==> config.mk <==
export PLATFORM = sky130hd
export DESIGN_NAME = wb
export DESIGN_NICKNAME = d
export VERILOG_FILES = /design/src/rtl/wb.sv
export SDC_FILE = /design/constraint.sdc
export NUM_CORES = 2
export LEC_CHECK = 0
export ABC_AREA = 1
export CORE_ASPECT_RATIO = 2
export CORE_UTILIZATION = 30
export CTS_BUF_LIST = sky130_fd_sc_hd__clkbuf_4 sky130_fd_sc_hd__clkbuf_8
export DETAILED_ROUTE_END_ITERATION = 12
export RECOVER_POWER = 25
export REMOVE_ABC_BUFFERS = 1
export SETUP_SLACK_MARGIN = 0.05
export SLEW_MARGIN = 20
export SYNTH_ARGS = -nofsm -noshare
export SYNTH_HDL_FRONTEND = slang
export SYNTH_SLANG_ARGS = --single-unit
export TNS_END_PERCENT = 50
==> constraint.sdc <==
create_clock -name clk -period 2.9 [get_ports clk]
set_clock_uncertainty 0.05 [all_clocks]
set_input_delay 0.29 -clock clk [delete_from_list [all_inputs] [get_ports clk]]
set_output_delay 0.29 -clock clk [all_outputs]
set_load 0.005 [all_outputs]
==> src/rtl/wb.sv <==
// ---------------------------------------------------------------------------
// wb -- write-back stage of the five-stage pipeline.
//
// Latches the MEM->WB bus under a valid/allow-in handshake, retires one
// instruction per cycle into a 32x32 register file (x0 hardwired to zero),
// serves the two decode read ports, exports the WB destination for hazard
// detection, drives the debug trace and counts retired instructions.
//
// Ports:
//   clk, rst_n            pipeline clock, async active-low reset
//   mem2wb_bus_i[69:0]    {wdest[4:0], we, result[31:0], pc[31:0]}
//   ctl_mem_over_i        MEM has an instruction leaving this cycle
//   ctl_wb_stall_i        external hold of the WB instruction
//   ctl_wb_allowin_o      WB accepts a new instruction at the next edge
//   ctl_wb_dest_o         dest of valid WB instruction (0 if none / we=0)
//   rf_raddr1/2_i         decode read addresses
//   rf_rdata1/2_o         combinational read data
//   debug_wb_*            trace of the committed write
//   wb_retire_cnt_o       retired instruction count (wraps)
//
// Build option:
//   WB_RF_BYPASS_EN  defined -> read ports see the committing write in the
//                    same cycle (write-first). Undefined -> array contents
//                    only; decode must use ctl_wb_dest_o as a hazard.
// ---------------------------------------------------------------------------
module wb #(
    parameter int RF_DEPTH = 32,
    parameter int CNT_W    = 32
) (
    input  logic             clk,
    input  logic             rst_n,
    input  logic [69:0]      mem2wb_bus_i,
    input  logic             ctl_mem_over_i,
    input  logic             ctl_wb_stall_i,
    output logic             ctl_wb_allowin_o,
    output logic [4:0]       ctl_wb_dest_o,
    input  logic [4:0]       rf_raddr1_i,
    input  logic [4:0]       rf_raddr2_i,
    output logic [31:0]      rf_rdata1_o,
    output logic [31:0]      rf_rdata2_o,
    output logic [31:0]      debug_wb_pc_o,
    output logic             debug_wb_rf_we_o,
    output logic [4:0]       debug_wb_rf_wnum_o,
    output logic [31:0]      debug_wb_rf_wdata_o,
    output logic [CNT_W-1:0] wb_retire_cnt_o
);

    localparam int MEM2WBBusSize = 70;

    logic                     wb_valid;
    logic [MEM2WBBusSize-1:0] wb_bus_r;
    logic [31:0]              rf [RF_DEPTH];
    logic [CNT_W-1:0]         retire_cnt;

    logic [4:0]  wdest_r;
    logic        we_r;
    logic [31:0] result_r;
    logic [31:0] pc_r;
    logic        ready_go;
    logic        allowin;
    logic        retire;
    logic        wr;

    assign wdest_r  = wb_bus_r[69:65];
    assign we_r     = wb_bus_r[64];
    assign result_r = wb_bus_r[63:32];
    assign pc_r     = wb_bus_r[31:0];

    assign ready_go = !ctl_wb_stall_i;
    assign allowin  = !wb_valid || ready_go;
    assign retire   = wb_valid && ready_go;
    assign wr       = retire && we_r && (wdest_r != 5'd0);

    // Pipeline register: a stalled instruction holds and the upstream bus
    // is ignored until the stall drops.
    always_ff @(posedge clk or negedge rst_n) begin
        if (!rst_n) begin
            wb_valid <= 1'b0;
            wb_bus_r <= '0;
        end else if (allowin) begin
            wb_valid <= ctl_mem_over_i;
            if (ctl_mem_over_i) begin
                wb_bus_r <= mem2wb_bus_i;
            end
        end
    end

    // Register file; entry 0 is never written so it stays zero.
    always_ff @(posedge clk or negedge rst_n) begin
        if (!rst_n) begin
            for (int i = 0; i < RF_DEPTH; i++) begin
                rf[i] <= '0;
            end
        end else if (wr) begin
            rf[wdest_r] <= result_r;
        end
    end

    always_ff @(posedge clk or negedge rst_n) begin
        if (!rst_n) begin
            retire_cnt <= '0;
        end else if (retire) begin
            retire_cnt <= retire_cnt + CNT_W'(1);
        end
    end

    function automatic logic [31:0] rf_read(input logic [4:0] addr);
        logic [31:0] data;
        if (addr == 5'd0) begin
            data = '0;
        end else begin
`ifdef WB_RF_BYPASS_EN
            data = (wr && (addr == wdest_r)) ? result_r : rf[addr];
`else
            data = rf[addr];
`endif
        end
        return data;
    endfunction

    assign rf_rdata1_o = rf_read(rf_raddr1_i);
    assign rf_rdata2_o = rf_read(rf_raddr2_i);

    assign ctl_wb_allowin_o    = allowin;
    assign ctl_wb_dest_o       = wdest_r & {5{wb_valid & we_r}};
    assign debug_wb_pc_o       = pc_r & {32{wb_valid}};
    assign debug_wb_rf_we_o    = wr;
    assign debug_wb_rf_wnum_o  = wdest_r & {5{wr}};
    assign debug_wb_rf_wdata_o = result_r & {32{wr}};
    assign wb_retire_cnt_o     = retire_cnt;

endmodule

# After elaboration in Yosys (flattened, before gate mapping)
# Cells that the tools add are included.
# totals
reg_bits	1127
latchBits	0
ramBits	0
mem_bits_ro	0
in_bits	84
output_inout_bits	172
elab_cells	70
mem_count	0
# op_classes
addsub	1
multipliers	0
div_mod_pow	0
n_lt_le_gt_ge	4
n_eq_ne	0
shift	0
mux	11
n_bitwise	8
reduce_logical	11
# op_table
operator	count
bitwise mux 1024 bit	1
binary-select mux 32 bit (select 5 bit)	2
2-to-1 mux 32 bit	7
demux 32 bit (select 5 bit)	1
bitwise AND 32 bit	2
adder 32 x 1 -> 32 bit (second input constant)	1
>= comparator 6 bit (second input constant)	3
inverter 5 -> 6 bit	3
bitwise AND 5 bit	2
zero test 5 bit	2
less-than comparator 6 x 1 -> 1 bit (second input constant)	1
nonzero test 5 bit	1
logical AND 1 bit	4
zero test 1 bit	2
AND reduction 2 bit	1
bitwise AND 1 bit	1
logical OR 1 bit	1

# Longest topological paths before layout
# depth
depth_word	6
mapped_depth	13
mapped_depth_nobuf	10

# Least setup slack after synthesis
# No wires, ideal clock.
# synth_timing
path_type	input-to-output
from	input rf_raddr2_i[0]
to	output rf_rdata2_o[27]
arrival_ps	1633
required_ps	2560
setup_slack_ps	927
stages	13
cell_sequence	buf_2 inv_1 buf_2 buf_2 clkbuf_1 nand2_1 nand3_1 nand3_1 nand2_1 nand2_1 nand3_1 nand2_1 nor2_1
# synth_between
elab_chain_cells	5
word_cells_on_any_way	6
classes_between	mux: 4; bitwise: 1; reduce/logical: 1
# synth_rtl
element	line	source
start: declaration	38	input logic [4:0] rf_raddr2_i,
inverter 5 -> 6 bit (implied by the code)	115	data = rf[addr];
binary-select mux 32 bit (select 5 bit)	115	
2-to-1 mux 32 bit (implied by the code) (2 in series)	115	
2-to-1 mux 32 bit *	109	if (addr == 5'd0) begin
end: declaration	40	output logic [31:0] rf_rdata2_o,
# Every way passes the cells marked *; elsewhere a longest branch is shown, timed or not. The select of a mux whose other input is x is not followed.

# Worst setup path after layout
# layout_timing
from	register rf[370] (netlist bit)
to	output rf_rdata2_o[18]
# layout_between
elab_chain_cells	4
# layout_rtl
element	line	source
start: declaration	52	logic [31:0] rf [RF_DEPTH];
start signal: indexed assignment	95	rf[wdest_r] <= result_r;
binary-select mux 32 bit (select 5 bit)	115	
2-to-1 mux 32 bit (implied by the code) (2 in series)	115	
2-to-1 mux 32 bit	109	
# Every way passes these cells. The select of a mux whose other input is x is not followed.

==> results.md <==
* Post-synth EDFFs at 0
* First-pass GRT wire length at 395 mm
* Post-synthesis cell count at 8863
* Chip height at 641 µm
* P&R area growth vs syn at 20.5%
* Die Footprint at 206000 µm²
* Congestion Overflow GR at 0
* Clk buf depth at 4
* Worst-margin pin slew at 1.52 ns
* Core area at 203000 µm²
* Finish-stage setup viols at 5
* Initial antenna violation count at 5
* PortBufs at between 200 and 300
* Arrival @ worst endpoint at 2.69 ns
* Pin count of the biggest net entering global routing at 90
* Nets at 9082
* CTS tree: built
* DP Worst Slack at -0.0166 ns
* Detailed Route WL at 263 mm
* Crit Path Category: reg2out
* FFs w/ async S/R, synth at 100%
* Layout cells sized above 1 at under 10%
* Avg Inst Size Synth at around 7 µm²
* Vias/cell at 5.39
* RSZ-0062 raised after global routing: true
* Initial DRC Count at 7120
* Max-slew violations at 27
* Sink Count at 1127
* Clk_lat worst skew at 0.97 ns
* Max_cap viols at 1
* Placed Area at 69200 µm²
* Post-route ant nets at 0
* H-tree Lvls at 4
* Fin area at between 70000 and 80000 µm²
* Max Fclk at 330 MHz
* DR DRC count at 0
* Final Core Density at 36.4%
* Final worst path period share at 105%
* Dpl cells at 11439
* Pwr/cell area at roughly 650 nW/µm²
* YS warnings at 0
* Period minus WS final at 3.03 ns
* Cell variety after synth at 28
* Synth Cell Area at 61300 µm²
* Final non-filler cell total at 11843
* Worst Setup End Kind: primary output
* Register area share after synthesis at a little under half
* Die Span X at 322 µm
* Initial core utilization at 30.2%
* Ys flop type: dfrtp_1
* Boundary Pins at between 200 and 300
* Worst EP required at about 2.6 ns
* Num CTS Buffers at 178
* Maximum VDD drop at 374 µV
* Clock-pin slew on the worst setup and hold paths at 0.07 ns
* Violated checks: capacitance limit, slew limit, setup timing
* Yosys reg bits at 1127
* RePlAce Congestion at 0.915
* Root buffer selected by CTS: clkbuf_8
* Hold Path Class: in2reg
* Crit path max fanout at 3
* Cell leakage power at roughly 34 nW
* Startpoint Class: register
* Vias in the first global route at 62421
* DPL Wire Length at between 150 and 200 mm
* Pre-Repair DR Iteration Count at 9
* Status: finished with violations
* Vias at 63867
* Slew margin rel. at -1.51%
* Row Count at 234
* Routed len/inst at around 22 µm
* # fillers at 21508
* Final WS setup at -0.134 ns
* Hold Fails Final Rpt at 0
* Overall power at 0.0481 W
* GRT Total Usage at between 20 and 30%
## stage by stage
stage	hold WS, ns	setup TNS, ns
global placement	0.336	-0.00860
CTS	0.00122	-1.83
floorplan	-0.0556	-495.32
detailed placement	0.332	-0.0210
global route	0.0668	-10.83
finish	0.0328	-0.492
## synth_stat cells, drive strengths merged, types with 5 or more instances
cell type,count,share of area (%)
clkbuf,605,3.7
nand3b,5,0.061
o21ai,1129,9.2
buf,173,1.3
dfrtp,1127,46
nand4,5,0.051
nor3,18,0.18
a21oi,141,1.2
mux2,33,0.61
xnor2,8,0.11
nand3,1415,12
nor2,401,2.5
xor2,12,0.17
nand2,3641,22
inv,145,0.89
## registers in the layout (all words and copies together), names as in the netlist
signal,cells
rf,1024
wb_bus_r,70
wb_retire_cnt_o,32
wb_valid,1
## per-layer routing
| metal | GRT usage, % | up-vias | share of wire, % |
|---|---|---|---|
| met4 | 17.6 | 0 | 7.4 |
| met1 | 29.1 | 30386 | 37 |
| met5 | 0 | - | 0 |
| met2 | 41.8 | 3535 | 47 |
| li1 | - | 28981 | - |
| met3 | 4.65 | 965 | 8.6 |
## power breakdown
part | switching, W | total [W] | leakage [nW] | internal, W
registers | 0.00285 | 0.0220 | 15.1 | 0.0192
logic | 0.00679 | 0.0113 | 16.9 | 0.00452
clock network | 0.00694 | 0.0148 | 1.97 | 0.00786
total | 0.0166 | 0.0481 | 33.9 | 0.0315
## critical path, stage by stage (launching register included)
cell	delay [ns]
dfrtp_1	0.40
nand2_1	0.07
nand3_1	0.07
nand3_1	0.09
nand2_1	0.09
nand2_1	0.05
nand3_1	0.07
nand2_1	0.16
nor2_2	0.20
clkdlybuf4s50_1	0.54
## repair_timing
action                                 4_1_cts  5_1_grt
setup buffers                               17       10
hold buffers                                65        0
setup endpoints to repair                  100       37
gates resized for setup                    208       46
pin swaps                                   23       25
endpoints found under the hold margin      752        0
## final cells by class
cell class              count  area (µm²)  area share [%]
repair buffers            732        7850            10.6
multi-input cells        6811       30100            40.8
diodes                      8        20.0          0.0271
clock inverters            32         299           0.405
inverters                 147         597           0.808
well taps                2714        3400            4.60
clock buffers             272        3390            4.58
flip-flops and latches   1127       28200            38.2
## cells in the final DEF (no fill, tap or decap), drive strengths merged
master,synthesis,layout
nand4,5,5
dlygate4sd2,0,64
o21bai,1,1
nand3,1415,1415
clkdlybuf4s15,0,1
a21oi,141,141
nand3b,5,5
xor2,12,12
mux2,33,33
nor3b,1,1
dlymetal6s2s,0,14
dfrtp,1127,1127
clkinvlp,0,4
o21ai,1129,1129
bufinv,0,5
clkdlybuf4s50,0,150
buf,173,408
xnor2,8,8
nor3,18,18
inv,145,148
dlygate4sd3,0,64
clkbuf,605,303
ha,1,1
nand2,3641,3641
nor2,401,401
diode,0,8
clkinv,2,22
## kinds of logic (layout without fill, tap and decap cells)
| kind of cell | after synthesis | count (layout) | share of synthesized area [%] |
|---|---|---|---|
| DFF | 1127 | 1127 | 46.0 |
| xor gates and xnor gates | 20 | 20 | 0.286 |
| muxes | 33 | 33 | 0.606 |
| adders and majority gates | 1 | 1 | 0.0204 |
| buffers and inverters | 925 | 1183 | 5.87 |
| AOI/OAI and AO/OA | 1271 | 1271 | 10.4 |
| other | 0 | 8 | 0 |
| and+or+nand+nor | 5486 | 5486 | 36.8 |
## path summary, 6_finish.rpt
check | startpoint | end | slack, ns | depth (start not counted)
setup / recovery | rf[370] | rf_rdata2_o[18] | -0.13 | 9
hold / removal | mem2wb_bus_i[37] | wb_bus_r[37] | 0.03 | 3
setup reg to reg | wb_valid | rf[827] | 0.49 | 9
hold reg to reg | rf[992] | rf[992] | 0.35 | 0
max in group asynchronous | rst_n | rf[538] | 0.15 | 4
min in group asynchronous | rst_n | rf[979] | 0.88 | 3
Power figures use the tool's default switching activity.
